`src/rtl/ps2k_pkg.sv`:
```
// Shared types and constants for the PS/2 set-2 to ZX Spectrum matrix sequencer.
// Optional cursor/backspace combo keys are enabled by defining PS2K_COMBO_EN.
package ps2k_pkg;

   localparam int ROWS    = 8;
   localparam int COLS    = 5;
   localparam int FKEYS   = 12;
   localparam int COMBO_W = 5;

   localparam logic [2:0] PAUSE_SKIP = 3'd7;

   localparam logic [7:0] CODE_E0 = 8'hE0;
   localparam logic [7:0] CODE_F0 = 8'hF0;
   localparam logic [7:0] CODE_E1 = 8'hE1;
   localparam logic [7:0] CODE_AA = 8'hAA;
   localparam logic [7:0] CODE_00 = 8'h00;
   localparam logic [7:0] CODE_FF = 8'hFF;
   localparam logic [7:0] CODE_FA = 8'hFA;
   localparam logic [7:0] CODE_FE = 8'hFE;
   localparam logic [7:0] CODE_EE = 8'hEE;
   localparam logic [7:0] CODE_LSHIFT = 8'h12;
   localparam logic [7:0] CODE_RSHIFT = 8'h59;

   typedef enum logic [2:0] {
      ST_IDLE   = 3'd0,
      ST_EXT    = 3'd1,
      ST_BRK    = 3'd2,
      ST_EXTBRK = 3'd3,
      ST_PAUSE  = 3'd4
   } state_e;

   typedef logic [ROWS-1:0][COLS-1:0] matrix_t;

   // True for bytes that wipe all key state (keyboard self-test pass, overrun, error).
   function automatic logic is_clear_code(input logic [7:0] c);
      return (c == CODE_AA) || (c == CODE_00) || (c == CODE_FF);
   endfunction

   function automatic logic is_ack_code(input logic [7:0] c);
      return (c == CODE_FA) || (c == CODE_FE) || (c == CODE_EE);
   endfunction

endpackage

```
`src/rtl/ps2k_map.sv`:
```
// Combinational {ext, code} to Spectrum matrix position / function-key decoder.
// Combo entries (cursor keys, backspace) exist only when PS2K_COMBO_EN is defined.
module ps2k_map
   import ps2k_pkg::*;
(
   input  logic       ext_i,
   input  logic [7:0] code_i,
   output logic       valid_o,
   output logic [2:0] row_o,
   output logic [2:0] col_o,
   output logic [3:0] fkey_idx_o,
   output logic       is_fkey_o
`ifdef PS2K_COMBO_EN
   ,
   output logic [COMBO_W-1:0] combo_o
`endif
);

   // Result format {hit, row, col}: 7'o1RC means row R, column C.
   function automatic logic [6:0] base_lookup(input logic [7:0] c);
      logic [6:0] r;
      case (c)
         8'h12: r = 7'o100;  8'h1A: r = 7'o101;  8'h22: r = 7'o102;
         8'h21: r = 7'o103;  8'h2A: r = 7'o104;
         8'h1C: r = 7'o110;  8'h1B: r = 7'o111;  8'h23: r = 7'o112;
         8'h2B: r = 7'o113;  8'h34: r = 7'o114;
         8'h15: r = 7'o120;  8'h1D: r = 7'o121;  8'h24: r = 7'o122;
         8'h2D: r = 7'o123;  8'h2C: r = 7'o124;
         8'h16: r = 7'o130;  8'h1E: r = 7'o131;  8'h26: r = 7'o132;
         8'h25: r = 7'o133;  8'h2E: r = 7'o134;
         8'h45: r = 7'o140;  8'h46: r = 7'o141;  8'h3E: r = 7'o142;
         8'h3D: r = 7'o143;  8'h36: r = 7'o144;
         8'h4D: r = 7'o150;  8'h44: r = 7'o151;  8'h43: r = 7'o152;
         8'h3C: r = 7'o153;  8'h35: r = 7'o154;
         8'h5A: r = 7'o160;  8'h4B: r = 7'o161;  8'h42: r = 7'o162;
         8'h3B: r = 7'o163;  8'h33: r = 7'o164;
         8'h29: r = 7'o170;  8'h59: r = 7'o171;  8'h14: r = 7'o171;
         8'h3A: r = 7'o172;  8'h31: r = 7'o173;  8'h32: r = 7'o174;
`ifdef PS2K_COMBO_EN
         8'h66: r = 7'o140;
`endif
         default: r = 7'o000;
      endcase
      return r;
   endfunction

   function automatic logic [6:0] ext_lookup(input logic [7:0] c);
      logic [6:0] r;
      case (c)
         8'h14: r = 7'o171;
         8'h5A: r = 7'o160;
`ifdef PS2K_COMBO_EN
         8'h6B: r = 7'o134;
         8'h72: r = 7'o144;
         8'h75: r = 7'o143;
         8'h74: r = 7'o142;
`endif
         default: r = 7'o000;
      endcase
      return r;
   endfunction

   // Result format {hit, fkey index}.
   function automatic logic [4:0] fkey_lookup(input logic [7:0] c);
      logic [4:0] r;
      case (c)
         8'h05: r = 5'h10;  8'h06: r = 5'h11;  8'h04: r = 5'h12;
         8'h0C: r = 5'h13;  8'h03: r = 5'h14;  8'h0B: r = 5'h15;
         8'h83: r = 5'h16;  8'h0A: r = 5'h17;  8'h01: r = 5'h18;
         8'h09: r = 5'h19;  8'h78: r = 5'h1A;  8'h07: r = 5'h1B;
         default: r = 5'h00;
      endcase
      return r;
   endfunction

`ifdef PS2K_COMBO_EN
   function automatic logic [COMBO_W-1:0] combo_lookup(input logic e, input logic [7:0] c);
      logic [COMBO_W-1:0] r;
      case ({e, c})
         9'h066:  r = 5'b00001;
         9'h16B:  r = 5'b00010;
         9'h172:  r = 5'b00100;
         9'h175:  r = 5'b01000;
         9'h174:  r = 5'b10000;
         default: r = 5'b00000;
      endcase
      return r;
   endfunction
`endif

   logic [6:0] pos_s;
   logic [4:0] fk_s;

   // Select the lookup table for the current prefix context.
   always_comb begin
      pos_s = 7'o000;
      fk_s  = 5'h00;
      if (ext_i) begin
         pos_s = ext_lookup(code_i);
      end else begin
         pos_s = base_lookup(code_i);
         fk_s  = fkey_lookup(code_i);
      end
      is_fkey_o  = fk_s[4];
      fkey_idx_o = fk_s[3:0];
      valid_o    = pos_s[6] | fk_s[4];
      row_o      = pos_s[5:3];
      col_o      = pos_s[2:0];
   end

`ifdef PS2K_COMBO_EN
   assign combo_o = combo_lookup(ext_i, code_i);
`endif

endmodule

```
`src/rtl/ps2k_matrix.sv`:
```
// PS/2 set-2 scancode sequencer driving the 8x5 ZX Spectrum key matrix and F-key holds.
// Define PS2K_COMBO_EN to add cursor/backspace keys that also press CAPS SHIFT.
module ps2k_matrix
   import ps2k_pkg::*;
(
   input  logic        clock,
   input  logic        reset,
   input  logic        strb,
   input  logic [7:0]  code,
   input  logic [7:0]  addr,
   output logic [4:0]  keys,
   output logic [11:0] fkey
);

   state_e           state_q, state_d;
   logic [2:0]       cnt_q, cnt_d;
   matrix_t          mat_q, mat_d;
   logic [FKEYS-1:0] fkey_q, fkey_d;
   logic [COLS-1:0]  keys_q, keys_d;

   logic       press_s, release_s, clear_s, ext_s;
   logic       map_valid_s, map_is_fkey_s;
   logic [2:0] map_row_s, map_col_s;
   logic [3:0] map_fkey_idx_s;
   matrix_t    eff_s;

`ifdef PS2K_COMBO_EN
   logic [COMBO_W-1:0] combo_q, combo_d, map_combo_s;
`endif

   assign ext_s = (state_q == ST_EXT) || (state_q == ST_EXTBRK);

   ps2k_map u_map (
      .ext_i      (ext_s),
      .code_i     (code),
      .valid_o    (map_valid_s),
      .row_o      (map_row_s),
      .col_o      (map_col_s),
      .fkey_idx_o (map_fkey_idx_s),
      .is_fkey_o  (map_is_fkey_s)
`ifdef PS2K_COMBO_EN
      ,
      .combo_o    (map_combo_s)
`endif
   );

   // Prefix FSM: decides whether the strobed byte presses, releases, clears or is swallowed.
   always_comb begin
      state_d   = state_q;
      cnt_d     = cnt_q;
      press_s   = 1'b0;
      release_s = 1'b0;
      clear_s   = 1'b0;
      if (strb) begin
         case (state_q)
            ST_IDLE: begin
               if (code == CODE_E0) begin
                  state_d = ST_EXT;
               end else if (code == CODE_F0) begin
                  state_d = ST_BRK;
               end else if (code == CODE_E1) begin
                  state_d = ST_PAUSE;
                  cnt_d   = PAUSE_SKIP;
               end else if (is_clear_code(code)) begin
                  clear_s = 1'b1;
               end else if (is_ack_code(code)) begin
                  press_s = 1'b0;
               end else begin
                  press_s = 1'b1;
               end
            end
            ST_EXT: begin
               if (code == CODE_F0) begin
                  state_d = ST_EXTBRK;
               end else begin
                  state_d = ST_IDLE;
                  // E0 12 / E0 59 are synthetic shifts around nav keys.
                  press_s = (code != CODE_LSHIFT) && (code != CODE_RSHIFT);
               end
            end
            ST_BRK, ST_EXTBRK: begin
               release_s = 1'b1;
               state_d   = ST_IDLE;
            end
            ST_PAUSE: begin
               cnt_d = cnt_q - 3'd1;
               if (cnt_q == 3'd1) begin
                  state_d = ST_IDLE;
               end else begin
                  state_d = ST_PAUSE;
               end
            end
            default: begin
               state_d = ST_IDLE;
            end
         endcase
      end else begin
         state_d = state_q;
      end
   end

   // Key state update: clear wins, otherwise apply the mapped press/release.
   always_comb begin
      mat_d  = mat_q;
      fkey_d = fkey_q;
`ifdef PS2K_COMBO_EN
      combo_d = combo_q;
`endif
      if (clear_s) begin
         mat_d  = '0;
         fkey_d = '0;
`ifdef PS2K_COMBO_EN
         combo_d = '0;
`endif
      end else if ((press_s || release_s) && map_valid_s) begin
         if (map_is_fkey_s) begin
            fkey_d[map_fkey_idx_s] = press_s;
         end else begin
            mat_d[map_row_s][map_col_s] = press_s;
         end
`ifdef PS2K_COMBO_EN
         if (press_s) begin
            combo_d = combo_q | map_combo_s;
         end else begin
            combo_d = combo_q & ~map_combo_s;
         end
`endif
      end else begin
         mat_d = mat_q;
      end
   end

   // Row readout with CAPS merged from any held combo key.
   always_comb begin
      eff_s = mat_q;
`ifdef PS2K_COMBO_EN
      eff_s[0][0] = mat_q[0][0] | (|combo_q);
`endif
      keys_d = '0;
      for (int r = 0; r < ROWS; r++) begin
         if (!addr[r]) begin
            keys_d = keys_d | eff_s[r];
         end else begin
            keys_d = keys_d;
         end
      end
      keys_d = ~keys_d;
   end

   // State, matrix and output registers.
   always_ff @(posedge clock or posedge reset) begin
      if (reset) begin
         state_q <= ST_IDLE;
         cnt_q   <= 3'd0;
         mat_q   <= '0;
         fkey_q  <= '0;
         keys_q  <= 5'h1F;
`ifdef PS2K_COMBO_EN
         combo_q <= '0;
`endif
      end else begin
         state_q <= state_d;
         cnt_q   <= cnt_d;
         mat_q   <= mat_d;
         fkey_q  <= fkey_d;
         keys_q  <= keys_d;
`ifdef PS2K_COMBO_EN
         combo_q <= combo_d;
`endif
      end
   end

   assign keys = keys_q;
   assign fkey = fkey_q;

endmodule

```
`config.mk`:
```
export PLATFORM = sky130hd
export DESIGN_NAME = ps2k_matrix
export DESIGN_NICKNAME = d
export VERILOG_FILES = /design/src/rtl/ps2k_pkg.sv /design/src/rtl/ps2k_map.sv /design/src/rtl/ps2k_matrix.sv
export SDC_FILE = /design/constraint.sdc
export NUM_CORES = 1
export LEC_CHECK = 0
export ABC_AREA = 1
export CAP_MARGIN = 20
export CORE_ASPECT_RATIO = 1.5
export CORE_MARGIN = 1.5
export CORE_UTILIZATION = 50
export CTS_BUF_LIST = sky130_fd_sc_hd__clkbuf_4 sky130_fd_sc_hd__clkbuf_8
export DETAILED_ROUTE_END_ITERATION = 7
export DONT_BUFFER_PORTS = 1
export MAX_ROUTING_LAYER = met4
export PLACE_DENSITY = 0.67
export SLEW_MARGIN = 20
export SYNTH_ARGS = -nofsm -noshare
export SYNTH_HDL_FRONTEND = slang
export SYNTH_SLANG_ARGS = --single-unit
```
`constraint.sdc`:
```
create_clock -name clock -period 2 [get_ports clock]
set_clock_uncertainty 0.2 [all_clocks]
set_input_delay 0.2 -clock clock [delete_from_list [all_inputs] [get_ports clock]]
set_output_delay 0.2 -clock clock [all_outputs]
set_load 0.02 [all_outputs]
```
# Yosys cells after proc, flatten, opt, wreduce, memory -nomap -nowiden
# Memory sizes are Yosys's and may differ from the RTL's.
# Index checks and enable logic that the tools add are counted.
dict set report totals {
  ramBits 0
  memories 1
  output_inout_bits 17
  input_bits 19
  reg_bits 63
  rom_bits 896
  latchBits 0
  wordCells 137
}
dict set report classes {
  n_eq_ne 34
  addsub 1
  bitwise 9
  shift 0
  multipliers 0
  reduce_logical 21
  magnitude_cmp 6
  n_mux 53
  n_div 0
}
# memory words word_bits read_ports rd_clocked_by_memory_dff write_ports line_no
set mem_list {}
lappend mem_list {{(no name shown)} 128 7 1 0 0 ps2k_map.sv:22} ;# case (c)
# operator n
set op_table {}
lappend op_table {{$mux W40} 3}
lappend op_table {{$eq A8 B8 Y1 const B} 9}
lappend op_table {{$pmux W5 S12} 1}
lappend op_table {{$mux W5} 10}
lappend op_table {{$bwmux W40} 1}
lappend op_table {{$mux W12} 3}
lappend op_table {{$or A5 B5 Y5} 7}
lappend op_table {{$eq A8 B3 Y1 const B} 4}
lappend op_table {{$eq A8 B4 Y1 const B} 4}
lappend op_table {{$mux W3} 7}
lappend op_table {{$mux W1} 17}
lappend op_table {{$eq A8 B7 Y1 const B} 2}
lappend op_table {{$demux W5 S3} 1}
lappend op_table {{$mux W7} 2}
lappend op_table {{$pmux W7 S2} 1}
lappend op_table {{$bwmux W12} 1}
lappend op_table {{$pmux W3 S3} 1}
lappend op_table {{$eq A8 B1 Y1 const B} 1}
lappend op_table {{$eq A8 B2 Y1 const B} 1}
lappend op_table {{$eq A8 B5 Y1 const B} 1}
lappend op_table {{$logic_not A8 Y1} 1}
lappend op_table {{$lt A3 B4 Y1 const B} 2}
lappend op_table {{$ne A2 B2 Y1 const B} 4}
lappend op_table {{$ne A8 B5 Y1 const B} 1}
lappend op_table {{other kinds (23)} 39}

# Logic depth before layout (Yosys ltp)
# Gate-level depths: netlist (run 1).
dict set report depth {
  word_depth 16
  ltp_mapped 19
  mapped_depth_nobuf 18
}

# By module
# A second synthesis (run 1) with hierarchy kept.
dict set report unflattened {
  hier_cells 821
  hier_area_um2 5002.3
}
# mod area_per_inst_um2 seq_area_each_um2 cells_each instances
set modules_own_cells {}
lappend modules_own_cells {ps2k_matrix 4050.1 1582.8 636 1}
lappend modules_own_cells {ps2k_map 952.2 0.0 185 1}

# Worst setup path after synthesis (run 1)
# No wires, ideal clock.
dict set report synth_path {
  path_type {input to register}
  start {input code[0]}
  end {register mat_q, in the netlist eff_s[6]}
  required_ns 1.684
  n_path_buf 1
  stages 16
  path_slack_ns -0.202
  arrival_ns 1.885
  setup_time_ns 0.116
  path_cell_list {inv_1 -> ha_1 -> inv_1 -> nor2_1 -> nand2_1 -> nand3_2 -> nor2_1 -> nand2_1 -> nand2_2 -> nand2_4 -> nand2_8 -> nand2_8 -> nor2_4 -> buf_4 -> nand2_1 -> nand2_1}
}
dict set report synth_via {
  elab_chain_len 14
  word_cells_on_any_way 70
  cone_classes {4 x order compare; 25 x eq/ne; 27 x mux; 1 x bitwise; 12 x reduce/logical; 1 x memory}
}
# element line_no
set synth_lines {}
lappend synth_lines {{start: declaration} ps2k_matrix.sv:9} ;# input logic [7:0] code,
lappend synth_lines {{branches (longest 14 deep; another with $mem_v2 Z128 W7)} n/a}
lappend synth_lines {{end signal: assignment} ps2k_matrix.sv:164} ;# mat_q <= mat_d;
lappend synth_lines {{end: declaration} ps2k_matrix.sv:17} ;# matrix_t mat_q, mat_d;
# Several ways; the timed one is not identified. The select of a mux whose other input is x is not followed.
# A chain may end at the register's enable or synchronous reset.

# Worst setup path in the final report (run 1)
dict set report layout_path {
  start {register state_q[0]}
  end {register mat_q, in the netlist eff_s[13]}
}
dict set report layout_via {
  elab_chain_len 13
  word_cells_on_any_way 34
  cone_classes {4 x order compare; 4 x eq/ne; 16 x mux; 1 x bitwise; 9 x reduce/logical}
}
# element line_no
set layout_lines {}
lappend layout_lines {{start: declaration} ps2k_matrix.sv:15} ;# state_e state_q, state_d;
lappend layout_lines {{start signal: assignment} ps2k_matrix.sv:162} ;# state_q <= state_d;
lappend layout_lines {{$eq A3 B1 Y1 or $eq A3 B2 Y1 (tied branches)} {ps2k_matrix.sv:31, ps2k_matrix.sv:55}}
lappend layout_lines {{$logic_or A1 B1 Y1} ps2k_matrix.sv:31} ;# assign ext_s = (state_q == ST_EXT) || (state_q == ST_EXTBRK);
lappend layout_lines {{$mux W7} ps2k_map.sv:98} ;# if (ext_i) begin
lappend layout_lines {{$lt A3 B4 Y1 (not written as such) or $ge A3 B1 Y1 (tied branches)} ps2k_matrix.sv:119} ;# mat_d[map_row_s][map_col_s] = press_s;
lappend layout_lines {{$logic_and A1 B1 Y1 (not written as such)} ps2k_matrix.sv:119}
lappend layout_lines {{$mux W1 (not written as such)} ps2k_matrix.sv:119}
lappend layout_lines {{$demux W1 S3} ps2k_matrix.sv:119}
lappend layout_lines {{$mux W5 (not written as such)} ps2k_matrix.sv:119}
lappend layout_lines {{$demux W5 S3} ps2k_matrix.sv:119}
lappend layout_lines {{$bwmux W40} ps2k_matrix.sv:119}
lappend layout_lines {{$mux W40} ps2k_matrix.sv:116} ;# if (map_is_fkey_s) begin
lappend layout_lines {{$mux W40} ps2k_matrix.sv:115} ;# end else if ((press_s || release_s) && map_valid_s) begin
lappend layout_lines {{$mux W40} ps2k_matrix.sv:109} ;# if (clear_s) begin
# Several ways; a longest one is shown, not always the timed one. The select of a mux whose other input is x is not followed.

==> results.md, run 1 <==
* Nets at 885
* Maxcap violations at 0
* Initial antenna violation count at 1
* Global-route wire length before repair at 26600 um
* # placed instances at 928
* R2r setup slk at -250 ps
* YS warnings at 0
* Reg2reg start: state_q[0]
* P&R area growth vs syn at 34.9%
* Yosys cell types at 41
* Min setup slack post-route at -249 ps
* Commonest non-fill, non-tap cells in the layout: 247 x nand2_1, 91 x buf_4, 89 x nor2_1, 74 x inv_1, 73 x nand3_1
* Syn nets at 766
* FF-to-FF End: eff_s[13]
* Post-Route Setup TNS at -8770 ps
* Clock root buffer: clkbuf_8
* Slew Viols, Final at 0
* Starting Density at 51.4%
* GR Layer Usage met2 at 61.6%
* Unrepaired setup endpoints after global routing: true
* Detail Route Antenna Nets at 0
* Rows at 43
* Synth Register Bits at 63
* FF+latch area at 1580 um^2
* GR Util met1 at 34.0%
* Die H at 122 um
* Status: finished with violations
* DP Wirelength at 11300 um
* CP Capture Type: register
* Startpoint Class: register
* TritonCTS Buffers at 9
* Dominant synthesized flop cell: dfrtp_1
* Hold violation count in the final report at 0
* Mean Syn Cell Area at 6.44 um^2
* Vias/cell at 5.63
* Peak supply drop at 600 uV
* DRT iter0 DRCs at 416
* Vias in the first global route at 5429
* Synth Instances at 739
* Htree depth at 3
* TritonCTS clock tree: built
* Clock Pin Slew Worst Setup and Hold Paths at 80 ps
* R2R depth at 14
* Port bufs at 0
* WP data arrival at 2330 ps
* Mapped Area at 4760 um^2
* Min Tclk post-route at 2250 ps
* Post-Place Worst Slack at -427 ps
* Final routed DRC violation total at 0
* Setup violators final at 52
* Commonest non-fill, non-tap cell in the layout: nand2_1
* Fillers at 780
* Fin crit share at 112%
* IO Pins at 36
* RePlAce Congestion at 1.05
* Post-DR wirelength/cell at 17.8 um
* Placeable Area at 9250 um^2
* Met3 Usage GRT at 11.8%
* Multi-input gate area at 2980 um^2
* Hold path cells at 4
* Worst Hold End: fkey[2]
* GRT Util Overall at 36.4%
* Critical path class: reg -> reg
* Max frequency at 0.445 GHz
* Seq/Total Area, Yosys at 33.3%
* Final core occ at 69.4%
* P_leak at 3.34 nW
* Post-route insts no fill at 976
* Routed vias at 5490
* Die Wd at 82.6 um
* Asr flop ratio synth at 100%
* CP Max Fanout at 7
* Routed wire length at 17400 um
* Hold/Removal Path Class: in -> reg
* Critical Path RT at 2080 ps
* Total grt overflow at 0
* DIE AREA at 10100 um^2
* Largest net degree at the start of global routing at 28
* Layout cells sized above 1 at 26.5%
* Clock latency on the worst-skew pair at 340 ps
* Hold_sp: strb
* PwrDens at 687 nW/um^2
* Failing checks: setup timing
* GRT busiest layer: met2
* Slew headroom at 60.5%
* Drt pass-1 iters at 6
* # clock sinks at 63
* Clock Tree Buf Depth at 2
* Post-synth EDFFs at 0
* Slew @ Worst Pin at 591 ps
logic make-up (layout without fill, tap and decap cells):
| logic type | after synthesis | count (layout) | share of synthesized area, % |
|---|---|---|---|
| and+or+nand+nor | 500 | 502 | 46.4 |
| adders and majority gates | 8 | 8 | 2.10 |
| AOI/OAI and AO/OA | 62 | 62 | 8.39 |
| other | 0 | 1 | 0 |
| DFF | 63 | 63 | 33.3 |
| buffers and inverters | 104 | 226 | 9.36 |
| muxes | 2 | 2 | 0.473 |
synthesized netlist by cell type (2+ instances only):
library cell  instances  area share (%)
nand3b_1              2            0.32
nor3_1                2            0.21
dfrtp_1              58              31
dfstp_2               5             2.8
nor2_1               98             7.7
nor2_2                7            0.92
o21ai_2               2            0.37
nor2_4                6             1.4
a21oi_4               2            0.68
o21bai_1              5            0.79
nand2_8               2            0.84
ha_1                  8             2.1
nand2_2               8             1.1
buf_2                 5            0.53
inv_1                78             6.2
a31oi_1               2            0.26
nand3_1              90             9.5
buf_6                 4            0.95
nor4_1                5            0.66
a21oi_1              12             1.3
o21ai_1               5            0.53
nand3_2               3            0.63
clkbuf_1              6            0.47
nand4_1               4            0.53
inv_2                 6            0.47
nand2_1             266              21
buf_4                 5            0.79
o22ai_1              20             2.6
nand2_4               2            0.47
mux2_2                2            0.47
o21ai_0               9            0.95
cell type report:
type,instances,area share (%)
multi-input cells,574,46.4
flip-flops and latches,63,24.7
repair buffers,126,18.2
inverters,84,4.99
clock buffers,11,2.26
well taps,112,2.18
clock inverters,5,1.27
diodes,1,0.0390
sequential cells by signal, indices dropped and copies added, names as in the netlist:
| register | cells |
|---|---|
| eff_s | 40 |
| fkey | 12 |
| keys | 5 |
| cnt_q | 3 |
| state_q | 3 |
how the worst max path moves through the flow:
stage	to	depth (start not counted)	from	slack [ps]
after detailed placement	eff_s[32]	14	code[1]	-430
after global placement	eff_s[37]	14	code[1]	-390
after floorplan	eff_s[39]	14	state_q[1]	-100
final	eff_s[13]	14	state_q[0]	-250
after global routing	eff_s[13]	10	state_q[0]	-380
after CTS	eff_s[2]	14	state_q[0]	-140
worst max-delay path, stage by stage (launching register included):
cell	delay, ps
dfrtp_1	420
or2_4	290
nor2_4	120
nand2_2	100
nor2_4	130
nand2_2	80
nand2_2	80
nand2_4	70
nand2_8	70
nand2_8	100
nor2_4	150
buf_6	120
buf_6	130
nand2_2	60
nand2_1	70
power breakdown:
part / internal, mW / leakage, nW / switching, mW / total [mW]
clock: 0.750 / 0.113 / 0.526 / 1.28
sequential: 1.49 / 0.659 / 0.124 / 1.61
combinational: 0.653 / 2.57 / 0.869 / 1.52
per-layer routing:
layer	up-vias	share of wire, %
met4	0	7.2
met2	289	52
met3	114	7.1
met1	2497	34
li1	2590	-
met5	-	0
per-stage QoR:
| stage | hold slack, ps | cell area (um^2) | total power, mW |
|---|---|---|---|
| 2_1_floorplan | 103 | 4800 | 2.41 |
| 3_3_place_gp | -30.4 | 5630 | 2.81 |
| 3_5_place_dp | -28.1 | 5630 | 2.84 |
| 4_1_cts | 84.6 | 6260 | 4.31 |
| 5_1_grt | 53.6 | 6420 | 4.67 |
| 6_report | 47.9 | 6420 | 4.41 |
repair_timing:
action | 4_1_cts | 5_1_grt
gates resized for setup | 35 | 39
hold buffers | 15 | 0
setup buffers | 10 | 2
endpoints found under the setup margin | 52 | 55
gates cloned | 5 | 2
hold endpoints to repair | 47 | 0
pin swaps | 23 | 21
No activity file was read; power rests on OpenSTA's default activity.
==> run 2: changes to the inputs <==
MAX_ROUTING_LAYER = not set   (was met4)
==> run 2 against run 1 <==
Effect of this change: the run still ends with setup timing left; via count is 1.4% lower; die area unchanged; sequential power about the same; critical path type unchanged; critical endpoint is now eff_s[32]; highest routed layer unchanged.
==> results.md, run 2 (same netlist as run 1, synthesis figures left out) <==
* Status: finished with violations (unchanged)
* Failing checks: setup timing (unchanged)
* RePlAce Congestion at 0.992 (was 1.05)
* GRT Util Overall at 33.4% (was 36.4%)
* CP max stage cell: dfrtp_1 (unchanged)
* Max frequency at 0.458 GHz (was 0.445 GHz)
* Commonest non-fill, non-tap cell in the layout: nand2_1 (unchanged)
* # clock sinks at 63 (unchanged)
* Startpoint Class: register (unchanged)
* Slew headroom at 64.7% (was 60.5%)
* Routed wire length at 16400 um (was 17400 um)
* Total grt overflow at 0 (unchanged)
* TritonCTS Buffers at 9 (unchanged)
* Post-Place Worst Slack at -361 ps (was -427 ps)
* Global-route wire length before repair at 25200 um (was 26600 um)
* TritonCTS clock tree: built (unchanged)
* Detail Route Antenna Nets at 0 (unchanged)
* Maxcap violations at 0 (unchanged)
* R2r setup slk at -180 ps (was -250 ps)
* Clock latency on the worst-skew pair at 350 ps (was 340 ps)
* Reg2reg start: state_q[1] (was state_q[0])
* DP Wirelength at 11500 um (was 11300 um)
* Critical-path cell list: or2_4 > nor2_4 > nand2_2 > nor2_4 > nand2_2 > nand2_2 > nand2_4 > nand2_8 > nand2_8 > nor2_4 > clkbuf_16 > nand3_1 > nand2_1 (was or2_4 > nor2_4 > nand2_2 > nor2_4 > nand2_2 > nand2_2 > nand2_4 > nand2_8 > nand2_8 > nor2_4 > buf_6 > buf_6 > nand2_2 > nand2_1)
* R2R depth at 13 (was 14)
* PwrDens at 661 nW/um^2 (was 687 nW/um^2)
* Final routed DRC violation total at 0 (unchanged)
* Fillers at 753 (was 780)
* Hold_sp: strb (unchanged)
* Delay-heaviest family, CP: simple AND/OR/NAND/NOR gates (unchanged)
* Drt pass-1 iters at 5 (was 6)
* Total Power at 4.33 mW (was 4.41 mW)
* Die H at 122 um (unchanged)
* Min Tclk post-route at 2180 ps (was 2250 ps)
* IO Pins at 36 (unchanged)
* Critical path class: reg -> reg (unchanged)
* Rows at 43 (unchanged)
* Placeable Area at 9250 um^2 (unchanged)
* N_diodes at 0 (was 1)
* P_leak at 3.26 nW (was 3.34 nW)
* Critical Path RT at 2090 ps (was 2080 ps)
* CP Capture Type: register (unchanged)
* Starting Density at 51.4% (unchanged)
* CP Max Fanout at 8 (was 7)
* DP Area at 5590 um^2 (was 5630 um^2)
* Nets at 883 (was 885)
* Fin crit share at 109% (was 112%)
* Peak supply drop at 540 uV (was 600 uV)
* Setup violators final at 47 (was 52)
* Clock root buffer: clkbuf_8 (unchanged)
* Clock Pin Slew Worst Setup and Hold Paths at 80 ps (about the same)
* Routed vias at 5414 (was 5490)
* Layout cells sized above 1 at 26.7% (was 26.5%)
* Min setup slack post-route at -182 ps (was -249 ps)
* Largest net degree at the start of global routing at 41 (was 28)
* DRT iter0 DRCs at 383 (was 416)
* WP data arrival at 2270 ps (was 2330 ps)
* Port bufs at 0 (unchanged)
* Unrepaired setup endpoints after global routing: true (unchanged)
* Hold/Removal Path Class: in -> reg (unchanged)
* Htree depth at 3 (unchanged)
* Hold path cells at 3 (was 4)
* Max reg flops at 40 (unchanged)
* Worst Hold End: fkey[10] (was fkey[2])
* Bufs and invs on worst path at 1 (was 2)
* DIE AREA at 10100 um^2 (unchanged)
* Vias/cell at 5.56 (was 5.63)
* Slew Viols, Final at 0 (unchanged)
* Post-DR wirelength/cell at 16.9 um (was 17.8 um)
* Final Instance Area at 6550 um^2 (was 6420 um^2)
* Commonest non-fill, non-tap cells in the layout: 255 x nand2_1, 93 x nor2_1, 86 x buf_4, 75 x inv_1, 59 x nand3_1 (was 247 x nand2_1, 91 x buf_4, 89 x nor2_1, 74 x inv_1, 73 x nand3_1)
* Initial antenna violation count at 0 (was 1)
* Slew @ Worst Pin at 529 ps (was 591 ps)
* FF-to-FF End: eff_s[32] (was eff_s[13])
* Clock Tree Buf Depth at 2 (unchanged)
* Hold violation count in the final report at 0 (unchanged)
* Vias in the first global route at 5253 (was 5429)
* Die Wd at 82.6 um (unchanged)
* Largest stage delay, worst path at 380 ps (was 420 ps)
* P&R area growth vs syn at 37.6% (was 34.9%)
-- run 2: how the worst max path moves through the flow --
stage | depth (start not counted) | from | to
after floorplan | 14 | state_q[1] | eff_s[39]
after global placement | 15 | code[0] | eff_s[25]
after detailed placement | 13 | code[1] | eff_s[37]
after CTS | 13 | state_q[0] | eff_s[0]
after global routing | 12 | state_q[1] | eff_s[19]
final | 13 | state_q[1] | eff_s[32]
-- run 2: worst min-delay path: stages --
cell and delay (ps):
nand2_4 80, buf_6 150, o21ai_1 80
-- run 2: timing repair --
| action | 4_1_cts | 5_1_grt |
|---|---|---|
| gates resized for setup | 34 | 39 |
| setup endpoints to repair | 52 | 53 |
| pin swaps | 19 | 28 |
| cloned | 4 | 4 |
| hold buffers | 15 | 1 |
| endpoints found under the hold margin | 63 | 2 |
| buffers inserted | 3 | 9 |
-- run 2: per-stage QoR --
stage | hold WS (ps) | utilization [%] | std cells | setup TNS (ps)
final | 1.99 | 70.7 | 973 | -5810
after global routing | 2.75 | 70.7 | 973 | -12360
after CTS | -277 | 66.9 | 960 | -6050
after detailed placement | -53.8 | 60.4 | 922 | -14620
after global placement | -60.3 | 60.4 | 922 | -13020
after floorplan | 103 | - | 739 | -2140
-- run 2: area by class of cell --
class                   instances  area, um^2  share of cell area (%)
multi-input cells             576        3100                    47.4
flip-flops and latches         63        1580                    24.2
repair buffers                122        1180                    18.0
inverters                      84         320                    4.89
well taps                     112         140                    2.14
clock buffers                   9         124                    1.89
clock inverters                 7        97.6                    1.49
-- run 2: layer usage --
metal / routed length, um / global-route usage, %
met4: 1160 / 20.9
met5: 0 / 0
met1: 5280 / 31.9
met3: 1050 / 7.58
met2: 8950 / 61.7
-- run 2: power by group --
part | switching [mW] | total, mW | internal, mW
combinational | 0.845 | 1.47 | 0.626
sequential | 0.117 | 1.60 | 1.49
clock | 0.550 | 1.25 | 0.703
